File: config.mk
export PLATFORM = sky130hd
export DESIGN_NAME = mem_access
export DESIGN_NICKNAME = d
export VERILOG_FILES = /design/src/rtl/mem_pkg.sv /design/src/rtl/mem_lane_fmt.sv /design/src/rtl/mem_access.sv
export SDC_FILE = /design/constraint.sdc
export NUM_CORES = 1
export LEC_CHECK = 0
export BUFFER_PORTS_ARGS = -buffer_cell sky130_fd_sc_hd__buf_2
export CORE_MARGIN = 2
export CORE_UTILIZATION = 40
export CTS_CLUSTER_DIAMETER = 40
export DETAILED_ROUTE_END_ITERATION = 12
export PLACE_DENSITY = 0.82
export REMOVE_ABC_BUFFERS = 1
export SLEW_MARGIN = 5
export SYNTH_ARGS = -nofsm -noshare
export SYNTH_HDL_FRONTEND = slang
export SYNTH_SLANG_ARGS = --single-unit
File: constraint.sdc
create_clock -name clk -period 2.5 [get_ports clk]
set_input_delay 0.25 -clock clk [delete_from_list [all_inputs] [get_ports clk]]
set_output_delay 0.25 -clock clk [all_outputs]
set_load 0.02 [all_outputs]
File: src/rtl/mem_pkg.sv
// Shared types and constants for the MEM-stage load/store unit: flag bit
// positions, FSM states, access sizes and byte-enable base patterns.
package mem_pkg;

  localparam int LB_BIT  = 0;
  localparam int LH_BIT  = 1;
  localparam int LW_BIT  = 2;
  localparam int LBU_BIT = 3;
  localparam int LHU_BIT = 4;

  localparam int SB_BIT = 0;
  localparam int SH_BIT = 1;
  localparam int SW_BIT = 2;

  localparam logic [4:0] NO_LOAD  = 5'b00000;
  localparam logic [2:0] NO_STORE = 3'b000;

  localparam logic [3:0] BE_BYTE = 4'b0001;
  localparam logic [3:0] BE_HALF = 4'b0011;
  localparam logic [3:0] BE_WORD = 4'b1111;

  typedef enum logic [1:0] {
    IDLE = 2'd0,
    REQ  = 2'd1,
    RSP  = 2'd2,
    DONE = 2'd3
  } mem_state_t;

  typedef enum logic [1:0] {
    SZ_BYTE = 2'd0,
    SZ_HALF = 2'd1,
    SZ_WORD = 2'd2
  } mem_size_t;

  typedef struct packed {
    logic      is_load;
    logic      is_store;
    mem_size_t size;
    logic      is_unsigned;
  } mem_op_t;

  // Loads win over stores; inside a flag field the lowest set bit wins.
  function automatic mem_op_t decode_op(input logic [4:0] load_flag,
                                        input logic [2:0] store_flag);
    mem_op_t op;
    op = '{is_load: 1'b0, is_store: 1'b0, size: SZ_WORD, is_unsigned: 1'b0};
    if (load_flag != NO_LOAD) begin
      op.is_load = 1'b1;
      if (load_flag[LB_BIT]) begin
        op.size = SZ_BYTE;
      end else if (load_flag[LH_BIT]) begin
        op.size = SZ_HALF;
      end else if (load_flag[LW_BIT]) begin
        op.size = SZ_WORD;
      end else if (load_flag[LBU_BIT]) begin
        op.size        = SZ_BYTE;
        op.is_unsigned = 1'b1;
      end else begin
        op.size        = SZ_HALF;
        op.is_unsigned = 1'b1;
      end
    end else if (store_flag != NO_STORE) begin
      op.is_store = 1'b1;
      if (store_flag[SB_BIT]) begin
        op.size = SZ_BYTE;
      end else if (store_flag[SH_BIT]) begin
        op.size = SZ_HALF;
      end else begin
        op.size = SZ_WORD;
      end
    end
    return op;
  endfunction

  function automatic logic is_misaligned(input mem_size_t size, input logic [1:0] offset);
    logic bad;
    case (size)
      SZ_HALF: bad = offset[0];
      SZ_WORD: bad = (offset != 2'b00);
      default: bad = 1'b0;
    endcase
    return bad;
  endfunction

endpackage

File: src/rtl/mem_lane_fmt.sv
// Byte-lane formatting: store data/byte enables from offset and size, and
// load data extraction with sign or zero extension.
module mem_lane_fmt
  import mem_pkg::*;
#(
  parameter int XLEN = 32
) (
  input  logic [1:0]      offset,
  input  mem_size_t       size,
  input  logic            is_unsigned,
  input  logic [XLEN-1:0] store_data,
  input  logic [XLEN-1:0] rdata,
  output logic [3:0]      be,
  output logic [XLEN-1:0] wdata,
  output logic [XLEN-1:0] load_data
);

  logic [7:0]  byte_sel;
  logic [15:0] half_sel;

  assign byte_sel = rdata[{offset, 3'b000} +: 8];
  assign half_sel = rdata[{offset[1], 4'b0000} +: 16];

  always_comb begin
    be    = BE_WORD;
    wdata = store_data;
    case (size)
      SZ_BYTE: begin
        be    = BE_BYTE << offset;
        wdata = {(XLEN/8){store_data[7:0]}};
      end
      SZ_HALF: begin
        be    = BE_HALF << {offset[1], 1'b0};
        wdata = {(XLEN/16){store_data[15:0]}};
      end
      default: begin
        be    = BE_WORD;
        wdata = store_data;
      end
    endcase
  end

  always_comb begin
    load_data = rdata;
    case (size)
      SZ_BYTE: load_data = {{(XLEN-8){byte_sel[7] & ~is_unsigned}}, byte_sel};
      SZ_HALF: load_data = {{(XLEN-16){half_sel[15] & ~is_unsigned}}, half_sel};
      default: load_data = rdata;
    endcase
  end

endmodule

File: src/rtl/mem_access.sv
// MEM-stage load/store unit with a single-outstanding req/gnt/rvalid data bus.
// Build option MEM_MISALIGN_TRAP_EN traps misaligned half/word accesses instead of masking.
module mem_access
  import mem_pkg::*;
#(
  parameter int XLEN           = 32,
  parameter int XREG_ADDRWIDTH = 5,
  parameter int BUS_TIMEOUT    = 255
) (
  input  logic                      clk,
  input  logic                      rst,
  input  logic [XLEN-1:0]           rd_in,
  input  logic                      rd_en_in,
  input  logic [XREG_ADDRWIDTH-1:0] rd_addr_in,
  input  logic [4:0]                load_flag_in,
  input  logic [2:0]                store_flag_in,
  input  logic [XLEN-1:0]           store_data_in,
  output logic                      mem_stall_o,
  output logic                      dbus_req_o,
  output logic                      dbus_we_o,
  output logic [XLEN-1:0]           dbus_addr_o,
  output logic [3:0]                dbus_be_o,
  output logic [XLEN-1:0]           dbus_wdata_o,
  input  logic                      dbus_gnt_i,
  input  logic                      dbus_rvalid_i,
  input  logic [XLEN-1:0]           dbus_rdata_i,
  input  logic                      dbus_err_i,
  output logic [XLEN-1:0]           wb_data_o,
  output logic                      wb_en_o,
  output logic [XREG_ADDRWIDTH-1:0] wb_addr_o,
  output logic                      fault_o,
  output logic [XLEN-1:0]           fault_addr_o
);

  localparam logic [7:0] TMO_LIMIT = 8'(BUS_TIMEOUT);

  // Bus handshake: a request is held (req and all attributes stable) until the
  // cycle gnt is high; load data then arrives later on a cycle with rvalid high.
  mem_state_t      state, state_n;
  logic [7:0]      tmo_cnt;
  mem_op_t         op;
  logic            op_valid;
  logic            misalign;
  logic            timeout;
  logic            in_req;
  logic            fault_evt;
  logic            wb_load;
  logic [3:0]      lane_be;
  logic [XLEN-1:0] lane_wdata;
  logic [XLEN-1:0] load_data;

  assign op       = decode_op(load_flag_in, store_flag_in);
  assign op_valid = op.is_load | op.is_store;
  assign timeout  = (tmo_cnt == TMO_LIMIT);
  assign in_req   = (state == REQ);

`ifdef MEM_MISALIGN_TRAP_EN
  assign misalign = op_valid & is_misaligned(op.size, rd_in[1:0]);
`else
  assign misalign = 1'b0;
`endif

  mem_lane_fmt #(.XLEN(XLEN)) u_lane_fmt (
    .offset      (rd_in[1:0]),
    .size        (op.size),
    .is_unsigned (op.is_unsigned),
    .store_data  (store_data_in),
    .rdata       (dbus_rdata_i),
    .be          (lane_be),
    .wdata       (lane_wdata),
    .load_data   (load_data)
  );

  // Bus attributes decode from state so they stay zero outside REQ.
  assign dbus_req_o   = in_req;
  assign dbus_we_o    = in_req & op.is_store;
  assign dbus_addr_o  = in_req ? {rd_in[XLEN-1:2], 2'b00} : '0;
  assign dbus_be_o    = in_req ? lane_be : 4'b0000;
  assign dbus_wdata_o = (in_req & op.is_store) ? lane_wdata : '0;

  always_comb begin
    state_n     = state;
    mem_stall_o = 1'b0;
    fault_evt   = 1'b0;
    wb_load     = 1'b0;
    case (state)
      IDLE: begin
        if (op_valid) begin
          mem_stall_o = 1'b1;
          fault_evt   = misalign;
          state_n     = misalign ? DONE : REQ;
        end
      end
      REQ: begin
        mem_stall_o = 1'b1;
        if (dbus_gnt_i) begin
          if (op.is_store) begin
            fault_evt = dbus_err_i;
            state_n   = DONE;
          end else begin
            state_n = RSP;
          end
        end else if (timeout) begin
          fault_evt = 1'b1;
          state_n   = DONE;
        end
      end
      RSP: begin
        mem_stall_o = 1'b1;
        if (dbus_rvalid_i) begin
          fault_evt = dbus_err_i;
          wb_load   = ~dbus_err_i;
          state_n   = DONE;
        end else if (timeout) begin
          fault_evt = 1'b1;
          state_n   = DONE;
        end
      end
      default: begin
        state_n = IDLE;
      end
    endcase
  end

  always_ff @(posedge clk) begin
    if (rst) begin
      state        <= IDLE;
      tmo_cnt      <= 8'd0;
      wb_data_o    <= '0;
      wb_en_o      <= 1'b0;
      wb_addr_o    <= '0;
      fault_o      <= 1'b0;
      fault_addr_o <= '0;
    end else begin
      state   <= state_n;
      fault_o <= fault_evt;
      if (fault_evt) begin
        fault_addr_o <= rd_in;
      end
      if (state == IDLE) begin
        tmo_cnt <= 8'd0;
      end else if (state == REQ || state == RSP) begin
        tmo_cnt <= tmo_cnt + 8'd1;
      end
      // Non-memory ops flow straight through; memory ops only write back on a clean response.
      if (state == IDLE && !op_valid) begin
        wb_data_o <= rd_in;
        wb_en_o   <= rd_en_in;
        wb_addr_o <= rd_addr_in;
      end else if (wb_load) begin
        wb_data_o <= load_data;
        wb_en_o   <= rd_en_in;
        wb_addr_o <= rd_addr_in;
      end else begin
        wb_en_o <= 1'b0;
      end
    end
  end

endmodule

==> qor.csv, run 1 <==
stage,metric,value,unit
outcome,status,"complete, no violations",
sta,fin_tns_setup,0,ns
yosys,synthSimpleGateAreaFrac,23.1,%
yosys,syn_avg_cell_area,8.26,µm²
floorplan,die_h,117,µm
yosys,synth_top_area_share,31.5,%
route,viasPerCell,5.56,
sta,fin_ws,0.237,ns
worst_setup_path,critPathMaxStageDelay,0.34,ns
place,io_buffers,254,
place,placedInstanceArea,6600,µm²
sta,skew,0.00710,ns
sta,setup_violations,0,
pwr,peakVddDrop,390,µV
route,wire_per_inst,17.3,µm
sta,rsz0062_at_grt,false,
route,highest_layer,met5,
route,drt-met1-wl,7240,µm
floorplan,die_area,13800,µm²
grt,grt_pass1_vias,5642,
sta,worstMarginPinSlew,0.584,ns
clock_tree,clk_path_buf_depth,2,
floorplan,placeableCoreArea,12600,µm²
yosys,synth-compound-area-share,24.5,%
yosys,synth.area.mux_share,12.4,%
worst_setup_path,worst_ep_required_time,2.25,ns
place,post-place-ws,0.315,ns
worst_setup_path,crit_type,reg2out,
sta,fmaxAchievable,0.442,GHz
route,wl_met3,1540,µm
pwr,p_leak,3.43,nW
route,dr.pass1.iters,5,
yosys,synth_top_family_by_area,compound AO/OA/AOI/OAI gates,
yosys,synth_ff_type,dfxtp_1,
yosys,synth_area_leaders,"dfxtp_1 (32%), nand2_1 (9.7%), mux2i_1 (7.6%)",
yosys,yosysMostFrequentCell,nand2_1,
place,gp_congestion,0.900,
yosys,netlist_area,5150,µm²
yosys,synth_cell_types,58,
yosys,yosysTopAreaCell,dfxtp_1,
cells_and_area,n_fill_cell,1164,
clock_tree,postCtsHoldBufs,0,
route,route.met2.wl,8840,µm
yosys,synth_seq_cells,81,
cells_and_area,stdcell_area,6920,µm²
floorplan,start_util,41.0,%
sta,maxSlewViolCount,0,
clock_tree,cts_buffers,9,
grt,track_usage,25.4,%
cells_and_area,area_growth,34.4,%
sta,fin_crit_sh,90.5,%
grt,grt_max_degree,69,
worst_setup_path,crit_buf_inv,3,
worst_setup_path,cp_cell_sequence,inv_1 > ha_1 > nand4_1 > clkinvlp_4 > o221ai_1 > nor2_1 > buf_2,
hold_path,hold_depth,2,
clock_tree,clock-sinks,81,
clock_tree,root_buffer,clkbuf_16,
grt,grt_overflow,0,
grt,antenna_found_initial,2,
cells_and_area,antenna_cells,0,
worst_setup_path,cp_top_family,buffers and inverters,
route,route.detailed.drc,0,
yosys,synth_commonest_cells,"nand2_1 (133), dfxtp_1 (81), and2_1 (41)",
route,drt-total-wl,17900,µm
worst_setup_path,reg2reg_depth,7,
yosys,syn_inst,623,
floorplan,ios,257,
worst_setup_path,cpMaxStageDelayCell,dfxtp_1,
yosys,synth_adder_area_share,1.46,%
sta,period_needed,2.26,ns
route,drt.antenna.violating_nets,0,
cells_and_area,nets,980,
floorplan,die_w,117,µm
pwr,power-per-cell-area,551,nW/µm²
route,vias,5758,
yosys,synth_enable_flop_cells,0,
grt,grt_pass1_wl,28500,µm
cells_and_area,fin_util,55.0,%
worst_setup_path,arrival,2.01,ns
sta,slew_headroom,60.7,%
yosys,yosysWarnings,0,
hold_path,hp-class,in2reg,
yosys,synth-xor-area-share,0.851,%
route,drt_iter0_drc,539,
flow_run,drv_cap,0,
worst_setup_path,path_depth,7,
floorplan,row_count,41,
clock_tree,clk_latency,0.33,ns
worst_setup_path,critPathLaunchType,flop,
place,hpwlAfterDp,13400,µm
clock_tree,htree_levels,3,
cells_and_area,drive_above_1_share,38.6,%
yosys,async_reset_ff_share,0,%
worst_setup_path,critical_path.endpoint_type,output port,
clock_tree,tritoncts,yes,
cells_and_area,finalNonFillerCells,1035,
yosys,ys_seq_area_share,31.5,%
sta,hold_viol,0,
place,dp.cells,1020,
clock_tree,clkTransAtPathRegs,0.07,ns
worst_setup_path,critPathMaxFanout,17,
## path summary, 6_finish.rpt
| path | start | slack, ns | end |
|---|---|---|---|
| worst min-delay path | rd_en_in | 0.15 | wb_en_o$_SDFF_PP0_ |
| worst max-delay path | state[1]$_SDFFE_PP0N_ | 0.24 | dbus_wdata_o[28] |
| worst min register to register | fault_addr_o[27]$_SDFFE_PP0P_ | 0.46 | fault_addr_o[27]$_SDFFE_PP0P_ |
| worst max register to register | state[0]$_SDFFE_PP0N_ | 0.34 | wb_data_o[14]$_SDFFE_PP0P_ |
## layout by cell type (no fill, tap or decap), types with 6 or more instances in the layout
| master | count |
|---|---|
| a21oi_1 | 28 |
| a31oi_1 | 25 |
| and2_1 | 41 |
| buf_2 | 254 |
| buf_4 | 21 |
| clkbuf_16 | 9 |
| dfxtp_1 | 81 |
| ha_1 | 6 |
| mux2_2 | 6 |
| mux2i_1 | 39 |
| mux4_2 | 8 |
| nand2_1 | 133 |
| nand3_1 | 8 |
| nand4_1 | 6 |
| nor2_1 | 39 |
| o2111a_1 | 7 |
| o21a_1 | 6 |
| o21ai_0 | 19 |
| o221ai_1 | 22 |
| o221ai_2 | 11 |
## stage by stage
step                hold slack, ns  power [mW]
floorplan                    0.319        1.97
global placement             0.441        2.41
detailed placement           0.450        2.42
CTS                          0.136        3.84
global route                 0.143        4.00
finish                       0.145        3.81
## what timing repair did
action / 4_1_cts / 5_1_grt
resized for setup: 0 / 1
setup buffers: 0 / 0
endpoints found under the setup margin: 0 / 8
## sequential cells by signal (all words and copies together), names as in the netlist
name / flops
fault_o: 1
wb_data_o: 32
state: 2
tmo_cnt: 8
wb_en_o: 1
wb_addr_o: 5
fault_addr_o: 32
## metal layers
layer  GRT usage [%]  vias to the layer above
met4            7.91                        4
met1            30.5                     2645
met3            5.35                       28
met5               0                        -
li1                -                     2744
met2            45.2                      337
## power by group
part | internal, mW | switching, mW
Clock | 0.872 | 0.539
Sequential | 1.33 | 0.0265
Combinational | 0.389 | 0.656
## cells by family (layout without fill, tap and decap cells)
family	Yosys count	after routing
AND/OR/NAND/NOR	255	255
multiplexers	53	53
adder cells (fa/ha/maj)	6	6
other	1	2
buffers and inverters	61	300
flip-flops	81	81
XOR/XNOR	5	5
AO/OA/AOI/OAI	161	161
## area by class of cell
cell class | count | area (µm²) | share of cell area [%]
clock buffer | 9 | 225 | 3.26
clock inverter | 6 | 91.3 | 1.32
multi-input combinational | 482 | 3230 | 46.7
timing repair buffer | 279 | 1510 | 21.8
inverter | 6 | 27.5 | 0.398
sequential | 81 | 1620 | 23.4
tap | 172 | 215 | 3.11
Note: power is estimated with default switching activity, not from simulation.
==> run 2, diff against run 1 <==
--- a/config.mk
+++ b/config.mk
@@ -10,9 +10,10 @@
 export CORE_UTILIZATION = 40
 export CTS_CLUSTER_DIAMETER = 40
 export DETAILED_ROUTE_END_ITERATION = 12
-export PLACE_DENSITY = 0.82
+export PLACE_DENSITY = 0.81
 export REMOVE_ABC_BUFFERS = 1
 export SLEW_MARGIN = 5
 export SYNTH_ARGS = -nofsm -noshare
 export SYNTH_HDL_FRONTEND = slang
+export SYNTH_HIERARCHICAL = 1
 export SYNTH_SLANG_ARGS = --single-unit
==> run 2 against run 1 <==
Compared with the run above:
- area after synthesis increased by 6.4%
- fmax decreased by 1.2%
- synthesized cell count increased by 1.8%
- non-clock buffer count decreased by 6
- setup slack got worse by 0.027 ns
- register-to-register slack improved by 0.10 ns
- via count decreased by 8.5%
- sequential share of layout area decreased by 0.61 points
- first-iteration DRC count decreased by 53%
- critical path type is now in2out
- critical endpoint is now dbus_wdata_o[8]
- largest cell class unchanged
==> qor.csv, run 2 <==
stage,metric,value,unit
cells_and_area,drive_above_1_share,37.0,%
yosys,async_reset_ff_share,0,%
hold_path,hold_depth,3,
grt,antenna_found_initial,1,
worst_setup_path,reg2reg_depth,6,
yosys,synth_cell_types,51,
cells_and_area,reg.largest.list,"fault_addr_o: 32 flops, wb_data_o: 32 flops, tmo_cnt: 8 flops",
clock_tree,post-cts-setup-buffers,0,
cells_and_area,area_growth,29.7,%
place,hpwlAfterDp,12500,µm
flow_run,drv_cap,0,
yosys,synth_area_leaders,"dfxtp_1 (30%), mux2i_1 (16%), and2_1 (7.9%)",
worst_setup_path,critical_path.endpoint_type,output port,
worst_setup_path,r2r-end,state[1]$_SDFFE_PP0N_,
yosys,yosysTopAreaCell,dfxtp_1,
yosys,synth_seq_cells,81,
pwr,power-per-cell-area,492,nW/µm²
worst_setup_path,reg2reg_slack,0.44,ns
yosys,yosysWarnings,6,
cells_and_area,final_cell_mix,"buf_2 (254), mux2i_1 (86), dfxtp_1 (81)",
sta,worstMarginPinSlew,0.725,ns
grt,globalRouteMet2Util,37.5,%
pwr,internal_power,2.47,mW
floorplan,start_util,41.2,%
cells_and_area,layout_commonest_cell,buf_2,
clock_tree,clkTransAtPathRegs,0.06,ns
clock_tree,htree_levels,3,
floorplan,die_area,14600,µm²
sta,rsz0062_at_grt,false,
clock_tree,clk_path_buf_depth,2,
sta,fmaxAchievable,0.437,GHz
route,drt_iter0_drc,254,
floorplan,die_w,121,µm
clock_tree,tritoncts,yes,
place,post-place-ws,0.232,ns
clock_tree,root_buffer,clkbuf_16,
yosys,syn_inst,634,
clock_tree,postCtsHoldBufs,0,
grt,use_met1,28.0,%
place,io_buffers,254,
worst_setup_path,crit_type,in2out,
worst_setup_path,critPathMaxStageDelay,0.34,ns
sta,maxSlewViolCount,0,
sta,hold_viol,0,
worst_setup_path,cpMaxStageDelayCell,mux2_2,
pwr,power.share.sequential,37.9,%
floorplan,die_h,121,µm
sta,fin_crit_sh,91.6,%
worst_setup_path,arrival,2.04,ns
pwr,power_switching,1.03,mW
worst_setup_path,critPathMaxFanout,8,
worst_setup_path,cp_cell_sequence,buf_2 > nor3_1 > and2_1 > a22o_2 > or2_1 > buf_4 > mux2_2 > and2_1 > buf_2,
route,drt.antenna.violating_nets,0,
sta,setup_violations,0,
pwr,swShare,29.3,%
clock_tree,clock-sinks,81,
grt,grt_pass1_wl,26100,µm
floorplan,row_count,42,
worst_setup_path,worst_ep_required_time,2.25,ns
grt,grt_pass1_vias,5024,
floorplan,ios,257,
pwr,clockPowerShare,37.4,%
yosys,synth_commonest_cells,"mux2i_1 (86), dfxtp_1 (81), and2_1 (69)",
sta,fin_ws,0.210,ns
clock_tree,clk_latency,0.33,ns
yosys,netlist_area,5480,µm²
worst_setup_path,critPathLaunchType,primary input,
sta,slew_headroom,51.7,%
hold_path,min_from,rd_addr_in[3],
outcome,status,"complete, no violations",
route,dr.pass1.iters,5,
floorplan,placeableCoreArea,13300,µm²
pwr,p_leak,3.80,nW
grt,grt_max_degree,69,
pwr,power_frac_comb,24.7,%
place,gp_congestion,0.832,
cells_and_area,nets,975,
grt,grt_use_met3,5.78,%
sta,period_needed,2.29,ns
route,drt-total-wl,16900,µm
cells_and_area,stdcell_area,7100,µm²
pwr,peakVddDrop,329,µV
place,placedInstanceArea,6820,µm²
worst_setup_path,timing.rr.start,state[0]$_SDFFE_PP0N_,
route,vias,5270,
yosys,ys_seq_area_share,29.6,%
yosys,syn_avg_cell_area,8.64,µm²
hold_path,hp-class,in2reg,
route,wire_per_inst,16.3,µm
grt,grt_overflow,0,
route,viasPerCell,5.10,
grt,track_usage,22.4,%
clock_tree,cts_resized,0,
yosys,synth_ff_type,dfxtp_1,
yosys,synth_top_area_share,29.6,%
yosys,yosysMostFrequentCell,mux2i_1,
hold_path,min_to,wb_addr_o[3]$_SDFFE_PP0P_,
sta,skew,0.00667,ns
route,route.detailed.drc,0,
grt,busiest_layer,met2,
yosys,synth_enable_flop_cells,0,
clock_tree,cts_buffers,9,
run 2: cell types whose count changed after synthesis, moves of 22 or more:
cell and change:
a211oi_1 +27, a21oi_1 -24, a31oi_1 -26, and2_1 +28
mux2i_1 +47, nand2_1 -111, nand2b_1 +59, nor2_1 +22
run 2: worst max path at each step:
| stage | startpoint | endpoint | slack, ns |
|---|---|---|---|
| 4_1_cts | load_flag_in[3] | dbus_wdata_o[8] | 0.26 |
| 3_3_place_gp | load_flag_in[2] | wb_data_o[14]$_SDFFE_PP0P_ | 0.30 |
| 5_1_grt | load_flag_in[3] | dbus_wdata_o[8] | 0.14 |
| 6_report | load_flag_in[3] | dbus_wdata_o[8] | 0.21 |
| 2_1_floorplan | load_flag_in[3] | dbus_wdata_o[8] | -0.77 |
| 3_5_place_dp | load_flag_in[2] | wb_data_o[13]$_SDFFE_PP0P_ | 0.23 |
run 2: layout make-up:
| class | count | area [µm²] |
|---|---|---|
| Clock buffer | 11 | 243 |
| Multi-Input combinational cell | 482 | 3480 |
| Inverter | 7 | 26.3 |
| Sequential cell | 81 | 1620 |
| Antenna cell | 1 | 2.50 |
| Tap cell | 176 | 220 |
| Clock inverter | 3 | 42.5 |
| Fill cell | 1286 | 6190 |
| Timing Repair Buffer | 273 | 1460 |
run 2: layer usage:
layer	vias to the layer above	share of wire, %
met5	-	0
met4	0	2.4
met3	27	6.5
li1	2632	-
met2	189	48
met1	2422	43
run 2: cell families after synthesis:
kind of cell / after synthesis / synth area share (%)
compound gates: 106 / 14.9
xor+xnor: 5 / 0.799
fa+ha+maj: 6 / 1.37
buf+inv: 72 / 7.06
flops: 81 / 29.6
mux: 105 / 20.2
other cells: 1 / 0.0685
simple gates: 258 / 26.0
run 2: worst max-delay path, delay by kind of cell:
family          cells  cell delay [ns]
mux                 1             0.34
simple gates        4             0.76
buf+inv             3             0.46
compound gates      1             0.22
run 2: power by group through the flow:
stage          Combinational [mW]  Sequential (mW)  Clock [mW]
2_1_floorplan               0.482             1.37           0
3_3_place_gp                0.851             1.35           0
3_5_place_dp                0.863             1.35           0
4_1_cts                     0.865             1.33        1.34
5_1_grt                     0.933             1.33        1.39
6_report                    0.862             1.33        1.31
run 2: through the flow:
step,TNS [ns],power (mW),cells,hold slack [ns],util (%)
after floorplan,-30.18,1.85,570,0.322,-
after global placement,0,2.20,1019,0.458,51.3
after detailed placement,0,2.22,1019,0.462,51.3
after global routing,0,3.65,1034,0.158,53.4
final,0,3.50,1034,0.146,53.4
after CTS,0,3.53,1033,0.139,53.4
